### src/rtl/algo_1r1w_scrub_ctrl.sv
// algo_1r1w_scrub_ctrl
//   Background ECC scrub sequencer placed in front of a single 1R1W
//   algorithmic memory. User traffic passes straight through with no added
//   latency. Scrub reads use only cycles without a user read. Write-backs of
//   corrected data use only cycles without a user write. Reads in flight are
//   tagged so that scrub returns never reach the user response port.
//
//   Optional build macro: SCRUB_DERR_STOP_EN
//     defined   : a scrub double-bit error parks the FSM in HALT until
//                 scrub_en is dropped
//     undefined : the double-bit error is logged and the pass continues
//
// Ports
//   clk, rst (async, active low), ready           clock / reset / memory ready
//   user_write/wr_adr/din, user_read/rd_adr       user requests
//   user_rd_vld/dout/serr/derr                    user read response
//   mem_write/wr_adr/din, mem_read/rd_adr         memory requests
//   mem_rd_vld/dout/serr/derr                     memory read response
//   scrub_en, scrub_intv                          scrub control
//   scrub_busy, pass_cnt, serr_cnt, derr_cnt,
//   derr_adr                                      scrub status
module algo_1r1w_scrub_ctrl #(
  parameter int WIDTH    = 32,
  parameter int NUMADDR  = 8192,
  parameter int BITADDR  = 13,
  parameter int RD_DELAY = 2,
  parameter int BITINTV  = 16,
  parameter int BITCNT   = 16
) (
  input  logic               clk,
  input  logic               rst,
  input  logic               ready,
  input  logic               user_write,
  input  logic [BITADDR-1:0] user_wr_adr,
  input  logic [WIDTH-1:0]   user_din,
  input  logic               user_read,
  input  logic [BITADDR-1:0] user_rd_adr,
  output logic               user_rd_vld,
  output logic [WIDTH-1:0]   user_rd_dout,
  output logic               user_rd_serr,
  output logic               user_rd_derr,
  output logic               mem_write,
  output logic [BITADDR-1:0] mem_wr_adr,
  output logic [WIDTH-1:0]   mem_din,
  output logic               mem_read,
  output logic [BITADDR-1:0] mem_rd_adr,
  input  logic               mem_rd_vld,
  input  logic [WIDTH-1:0]   mem_rd_dout,
  input  logic               mem_rd_serr,
  input  logic               mem_rd_derr,
  input  logic               scrub_en,
  input  logic [BITINTV-1:0] scrub_intv,
  output logic               scrub_busy,
  output logic [BITCNT-1:0]  pass_cnt,
  output logic [BITCNT-1:0]  serr_cnt,
  output logic [BITCNT-1:0]  derr_cnt,
  output logic [BITADDR-1:0] derr_adr
);

  typedef enum logic [2:0] {IDLE, WAIT, RD, RWAIT, WB, NEXT, HALT} state_t;

  state_t               state, nextState;
  logic [BITADDR-1:0]   scrubAdr;
  logic [BITINTV-1:0]   intvCnt;
  logic [WIDTH-1:0]     wbData;
  logic                 cancel;
  logic [RD_DELAY:1]    tagPipe;   // 1 = read issued in that slot was a scrub read
  logic [RD_DELAY:1]    vldPipe;   // 1 = a read was issued since reset in that slot
  logic                 scrubRd, scrubWr, scrubRsp, collide;

  function automatic logic [BITCNT-1:0] satInc(input logic [BITCNT-1:0] v);
    return (&v) ? v : v + BITCNT'(1);
  endfunction

  // Scrub issue only in free slots; user always wins.
  assign scrubRd  = (state == RD) & ready & ~user_read;
  assign scrubWr  = (state == WB) & ready & ~user_write & ~cancel;
  assign scrubRsp = mem_rd_vld & tagPipe[RD_DELAY];

  // A user write to the word being scrubbed, from the read issue onward,
  // makes the latched corrected data stale.
  assign collide = user_write & (user_wr_adr == scrubAdr) &
                   (scrubRd | (state == RWAIT) | (state == WB));

  assign mem_read   = user_read | scrubRd;
  assign mem_rd_adr = user_read ? user_rd_adr : scrubAdr;
  assign mem_write  = user_write | scrubWr;
  assign mem_wr_adr = user_write ? user_wr_adr : scrubAdr;
  assign mem_din    = user_write ? user_din : wbData;

  // vldPipe drops responses to reads issued before a reset, since the tag
  // pipe has lost their origin.
  assign user_rd_vld  = mem_rd_vld & vldPipe[RD_DELAY] & ~tagPipe[RD_DELAY];
  assign user_rd_dout = user_rd_vld ? mem_rd_dout : '0;
  assign user_rd_serr = user_rd_vld & mem_rd_serr;
  assign user_rd_derr = user_rd_vld & mem_rd_derr;

  assign scrub_busy = (state != IDLE);

  always_comb begin
    nextState = state;
    case (state)
      IDLE:  if (scrub_en && ready) nextState = WAIT;
      WAIT:  if (!scrub_en) nextState = IDLE;
             else if (intvCnt == '0) nextState = RD;
      RD:    if (scrubRd) nextState = RWAIT;
      RWAIT: if (scrubRsp) begin
`ifdef SCRUB_DERR_STOP_EN
               if (mem_rd_derr)      nextState = HALT;
`else
               if (mem_rd_derr)      nextState = NEXT;
`endif
               else if (mem_rd_serr) nextState = WB;
               else                  nextState = NEXT;
             end
      WB:    if (cancel || scrubWr) nextState = NEXT;
      NEXT:  nextState = scrub_en ? WAIT : IDLE;
`ifdef SCRUB_DERR_STOP_EN
      HALT:  if (!scrub_en) nextState = IDLE;
`endif
      default: nextState = IDLE;
    endcase
  end

  always_ff @(posedge clk or negedge rst) begin
    if (!rst) begin
      state    <= IDLE;
      scrubAdr <= '0;
      intvCnt  <= '0;
      wbData   <= '0;
      cancel   <= 1'b0;
      tagPipe  <= '0;
      vldPipe  <= '0;
      pass_cnt <= '0;
      serr_cnt <= '0;
      derr_cnt <= '0;
      derr_adr <= '0;
    end else begin
      state <= nextState;

      tagPipe[1] <= scrubRd;
      vldPipe[1] <= mem_read;
      for (int i = 2; i <= RD_DELAY; i++) begin
        tagPipe[i] <= tagPipe[i-1];
        vldPipe[i] <= vldPipe[i-1];
      end

      if (nextState == WAIT && state != WAIT) intvCnt <= scrub_intv;
      else if (state == WAIT && intvCnt != '0) intvCnt <= intvCnt - BITINTV'(1);

      if (state == NEXT) cancel <= 1'b0;
      else if (collide)  cancel <= 1'b1;

      if (state == RWAIT && scrubRsp) begin
        if (mem_rd_derr) begin
          derr_cnt <= satInc(derr_cnt);
          derr_adr <= scrubAdr;
        end else if (mem_rd_serr) begin
          serr_cnt <= satInc(serr_cnt);
          wbData   <= mem_rd_dout;
        end
      end

      if (state == NEXT) begin
        if (scrubAdr == BITADDR'(NUMADDR - 1)) begin
          scrubAdr <= '0;
          pass_cnt <= satInc(pass_cnt);
        end else begin
          scrubAdr <= scrubAdr + BITADDR'(1);
        end
      end
    end
  end

endmodule

### config.mk
export PLATFORM = sky130hd
export DESIGN_NAME = algo_1r1w_scrub_ctrl
export DESIGN_NICKNAME = d
export VERILOG_FILES = /design/src/rtl/algo_1r1w_scrub_ctrl.sv
export SDC_FILE = /design/constraint.sdc
export NUM_CORES = 1
export LEC_CHECK = 0
export CORE_ASPECT_RATIO = 1.25
export CORE_MARGIN = 5
export CORE_UTILIZATION = 45
export CTS_CLUSTER_DIAMETER = 80
export DETAILED_ROUTE_END_ITERATION = 7
export PLACE_DENSITY_LB_ADDON = 0.2
export SYNTH_ARGS = -nofsm -noshare
export SYNTH_HDL_FRONTEND = slang
export SYNTH_SLANG_ARGS = --single-unit
### constraint.sdc
create_clock -name clk -period 2.55 [get_ports clk]
set_input_delay 0.3825 -clock clk [delete_from_list [all_inputs] [get_ports clk]]
set_output_delay 0.3825 -clock clk [all_outputs]
set_load 0.05 [all_outputs]
==> results.md <==
* # Max-Cap Violations at 0
* Flops & latches, synth at 130
* Reg-to-Reg End: state[1]
* Critical Path RT at 2170 ps
* Type of origin of the critical path: flop
* Leakage power at a little over 5 nW
* Final Max Tran Viols at 0
* Post-CTS setup buffers at 0
* Seq pwr share at 0.358
* DIE HEIGHT at 150 um
* Clock latency on the worst-skew pair at 410 ps
* Overall Global Routing Usage at 0.238
* Part of the power in the clock network at 0.437
* Via count at roughly 6300
* Top_reg_cell synth: dfrtp_1
* Critical Path Sink Type: output port
* FFs w/ async S/R, synth at 1.00
* RR Startpoint: intvCnt[0]
* Ys Warns at 0
* CP peak stage delay at 710 ps
* Number of synthesized flops with an enable pin at 0
* WHS Path Cells at 0
* CTS max path bufs at 2
* N_diodes at 0
* Gpl congestion at around 0.86
* Share of post-route cells with drive strength above 1 at 0.236
* Avg Cell Area, Syn at 9.80 um2
* Design area at 0.0111 mm2
* Pin count of the biggest net entering global routing at 60
* Hold EP: tagPipe[2]
* First-pass GRT wire length at ~34000 um
* Reg2reg setup slack at around 260 ps
* Routed Antenna Nets at 0
* Row count at 51
* Period utilisation layout at 0.917
* Drt drc at 0
* Combinational power share at 0.205
* Register area at about 0.0033 mm2
* Fin Setup TNS at 0 ps
* RSZ-0062 raised after global routing: no
* Hold Crit Class: flop to flop
* HPWL Detailed at 16500 um
* H-tree levels at 4
* Internal Pwr Total at 0.00475 W
* Post-synthesis sequential area ratio at 0.458
* Die ar. at around 0.018 mm2
* Switch share at 0.270
* Initial antenna violation count at 0
* Post-synth top area share at 0.458
* Slowest cell on the critical path: clkdlybuf4s50_1
* Fillers at between 1000 and 1500
* Ports at between 200 and 300
* Multi-input gate area at ~0.0036 mm2
* Power Density at slightly below 600 mW/mm2
* Clock transition at the registers of the reported paths at roughly 50 ps
* Commonest non-fill, non-tap cell in the layout: clkdlybuf4s50_1
* CTS Root Cell: clkbuf_16
* Switch Pwr at about 0.0018 W
* CP cell instances: buf_4 -> mux2_2 -> clkdlybuf4s50_1
* Starting Density at 0.456
* Cts bufs inserted at 17
* Vias in the first global route at between 6000 and 7000
* Area grow syn2layout at 55.8%
* Result of the run: finished clean
* Routed len/inst at about 18 um
* Worst slew pin tran at between 500 and 600 ps
* Clk_skew at between 7 and 8 ps
* Top cells by area, synth: dfrtp_1 46%, mux2_2 12%, nand2_1 7.3%, xor2_1 4.7%, xnor2_1 3.6%
* Syn Nets at around 850
* FMAX at between 400 and 500 MHz
* Distinct cell type count after synthesis at between 50 and 60
* CTS tree: built
* Placed instance count at between 1000 and 1500
* Total congestion overflow at 0
* Clk sinks at 130
* Detailed Route Iter0 Violations at around 340
* Chip width at roughly 120 um
* Final WL at between 20000 and 25000 um
* Worst hold start: tagPipe[1]
* Yosys top cell by area: dfrtp_1
* Final setup viols at 0
* Reg2Reg Depth at 6
* WS Path Type: flop to output port
* Placement Cell Area at 0.0104 mm2
* Non-Filler Instances at approximately 1200
* Worst slew margin at 0.631
* Total Nets Final at between 1000 and 1500
* # port buffers at 271
* Period minus WS final at about 2300 ps
* Most frequent cells in the layout: 183 x clkdlybuf4s50_1, 138 x nand2_1, 130 x dfrtp_1, 75 x mux2_2, 67 x buf_4
* Via-to-Cell Ratio at around 5.2
* Peak supply drop at around 0.5 mV
* Router iterations before antenna repair at 5
* CP arrival at about 2000 ps
* Final Hold Viols at 0
* Post-Syn Instances at 725
* Worst-path maximum fanout at 6
* Core Area at ~0.016 mm2
* Netlist Area Pre-Place at ~0.0071 mm2
[cell families (layout without fill, tap and decap cells)]
kind of cell               count (synthesis)  after routing  synth area share
buffers and inverters                     52            340            0.0322
muxes                                     76             76             0.120
xor gates and xnor gates                  67             67            0.0826
and+or+nand+nor                          339            339             0.244
AOI/OAI and AO/OA                         56             56            0.0537
adders and majority gates                  5              5           0.00881
DFF                                      130            130             0.458
[sequential cells by signal, summed over array words and instances, names as in the netlist]
| signal | flops |
|---|---|
| cancel | 1 |
| derr_adr | 13 |
| derr_cnt | 16 |
| intvCnt | 16 |
| pass_cnt | 16 |
| scrubAdr | 13 |
| serr_cnt | 16 |
| state | 3 |
| tagPipe | 2 |
| vldPipe | 2 |
| wbData | 32 |
[power by group through the flow]
stage	clock, W	sequential [W]	combinational [W]
6_report	0.00284	0.00233	0.00133
5_1_grt	0.00300	0.00235	0.00143
4_1_cts	0.00289	0.00233	0.00134
3_5_place_dp	0	0.00235	0.00133
3_3_place_gp	0	0.00235	0.00132
2_1_floorplan	0	0.00231	0.000787
[through the flow]
stage	util	hold slack [ps]	setup slack, ps	power (W)
after floorplan	-	86.9	217	0.00310
after detailed placement	0.665	324	182	0.00368
after global routing	0.711	354	131	0.00677
after global placement	0.665	321	252	0.00367
after CTS	0.711	349	56.2	0.00655
final	0.711	352	212	0.00650
[synthesized netlist by cell type (all sizes together) (15+ instances only)]
cell and n:
nand4 17, xor2 38, dfrtp 130, o21ai 15, nor3 24, and2 34, xnor2 29, buf 15
mux2 75, nand2 138, clkbuf 23, nor2 44, nand3 29
[worst max-delay path by stage]
stage	end	cells after the start	from
after floorplan	mem_write	4	state[0]
after global placement	intvCnt[11]	6	ready
after detailed placement	intvCnt[8]	6	ready
after CTS	scrub_busy	2	state[2]
after global routing	mem_wr_adr[2]	2	scrubAdr[2]
final	mem_wr_adr[5]	3	scrubAdr[5]
[critical path, delay by kind of cell (launching register included)]
kind | cells | cell delay (ps)
muxes | 1 | 260
DFF | 1 | 410
buffers and inverters | 2 | 890
[cell type report]
class | instances | area share
Multi-Input combinational cell | 543 | 0.328
Sequential cell | 130 | 0.294
Timing Repair Buffer | 294 | 0.287
Clock buffer | 23 | 0.0450
Tap cell | 212 | 0.0240
Clock inverter | 9 | 0.0179
Inverter | 14 | 0.00475
[routing by layer]
layer / GRT usage / vias to the layer above / share of wire
met3: 0.0714 / 21 / 0.069
li1: - / 3040 / -
met5: 0 / - / 0
met1: 0.288 / 3086 / 0.40
met2: 0.410 / 190 / 0.52
met4: 0.0717 / 0 / 0.014
[timing repair]
| item | 4_1_cts | 5_1_grt |
|---|---|---|
| endpoints found under the hold margin | 40 | 0 |
| hold buffers | 1 | 0 |
| endpoints found under the setup margin | 0 | 1 |
| resized for setup | 0 | 1 |
No activity file was read; power rests on OpenSTA's default activity.
==> RTL change, RTL diff (same flow settings) <==
The parameter `RD_DELAY` goes from 2 to 4.
--- a/src/rtl/algo_1r1w_scrub_ctrl.sv
+++ b/src/rtl/algo_1r1w_scrub_ctrl.sv
@@ -23,7 +23,7 @@
   parameter int WIDTH    = 32,
   parameter int NUMADDR  = 8192,
   parameter int BITADDR  = 13,
-  parameter int RD_DELAY = 2,
+  parameter int RD_DELAY = 4,
   parameter int BITINTV  = 16,
   parameter int BITCNT   = 16
 ) (
Formal check against the unedited RTL: not equivalent (a bounded check fails within 4 cycles, from zero or initial values and one cycle with rst low).
==> RTL change against the unedited design <==
- total power decreased by 1.8%
- area after synthesis grew 0.63%
- routed wire length is 1.1% lower
- setup slack worse by 0.11 ns
- final area hardly changed
- critical endpoint is now scrub_busy
- synthesized cell count grew 3.4%
- sequential cell count rose by 4
- maximum frequency is 4.3% lower
- largest cell class unchanged
- hold slack worse by 0.0053 ns
==> RTL change: results (changes against the unedited design) <==
| Metric | Value |
|---|---|
| Via count | `6437 (+1.6%)` |
| Leak pwr | `0.005001 uW (-2.9%)` |
| Synth top area cells | `dfrtp_1 (47%), mux2_2 (9.8%), nand2_1 (9.5%)` |
| Sequential area share after synthesis | `46.90% (+1.1 points)` |
| Placed Area | `0.01041 sq mm (+0.50%)` |
| Worst Clk Skew | `0.007749 ns (-0.00009684 ns)` |
| Synth Area in Compound Gates | `5.583% (+0.21 points)` |
| First-pass GRT wire length | `33.78 mm (-0.87%)` |
| Vias/cell | `5.162 (-0.21%)` |
| XOR/XNOR Fraction of Synth Area | `8.943% (+0.68 points)` |
| All-layer global routing usage | `23.37% (-0.48 points)` |
| Worst-path fanout max | `13 (+7)` |
| Worst reg2reg setup slack | `0.23 ns (-0.03 ns)` |
| Pre-antenna DRT Iters | `4 (-1)` |
| Post-synth top cells | `nand2_1 (181), dfrtp_1 (134), mux2_2 (62), xnor2_1 (47), and2_1 (38)` |
| Dpl ws | `0.06979 ns (-0.1124 ns)` |
| Number of global-route vias before repair | `6608 (+1.9%)` |
| Worst Tran Pin Value | `0.5942 ns (+0.04308 ns)` |
| Layout cells sized above 1 | `20.39% (-3.2 points)` |
| Hold WS | `0.3462 ns (-0.005320 ns)` |
| Synth Instances | `750 (+3.4%)` |
| DP HPWL | `16.32 mm (-1.3%)` |
| Critical Path AT | `2.06 ns (+0.10 ns)` |
| Status | `finished clean` |
| Largest net degree at the start of global routing | `49 (-18%)` |
| Yosys warns | `0 (unchanged)` |
| Mux contribution to synthesized area | `10.08% (-1.9 points)` |
| Final worst slack | `0.1070 ns (-0.1052 ns)` |
| Peak supply drop | `0.4035 mV (-19%)` |
| Synth cell types | `57 (-3.4%)` |
| Final wirelength | `21.52 mm (-1.1%)` |
| Final Wtd Congestion | `0.8278 (-3.2%)` |
| Synth Area in Adders | `0.8750% (-0.0055 points)` |
| Cells after DPL | `1214 (+1.8%)` |
| Fin nets | `1142 (+2.0%)` |
| Syn Nets | `870 (+3.0%)` |
-- RTL change: routing by layer --
layer / wire (microns) / track usage [%]
met5: 0 / 0
met1: 8315 / 26.81
met4: 412 / 7.171
met2: 11090 / 41.20
met3: 1708 / 7.620
-- RTL change: final timing paths --
path | from | endpoint | cells past startpoint
hold / removal | vldPipe[2] | vldPipe[3] | 0
setup / recovery | state[2] | scrub_busy | 2
hold reg to reg | vldPipe[2] | vldPipe[3] | 0
min in group asynchronous | rst | intvCnt[2] | 2
setup reg to reg | intvCnt[10] | intvCnt[1] | 5
max in group asynchronous | rst | vldPipe[1] | 3
-- RTL change: report_power, final --
group	internal, uW	switching, uW
combinational	646	730
clock	1710	910
sequential	2240	140
total	4600	1780
-- RTL change: final cells by class --
cell class / count / area [sq um]
multi-input combinational: 567 / 3606
fill: 1210 / 4504
inverter: 9 / 33.78
timing repair buffer: 293 / 3164
clock buffer: 21 / 470.5
sequential: 134 / 3353
clock inverter: 11 / 172.7
tap: 212 / 265.3
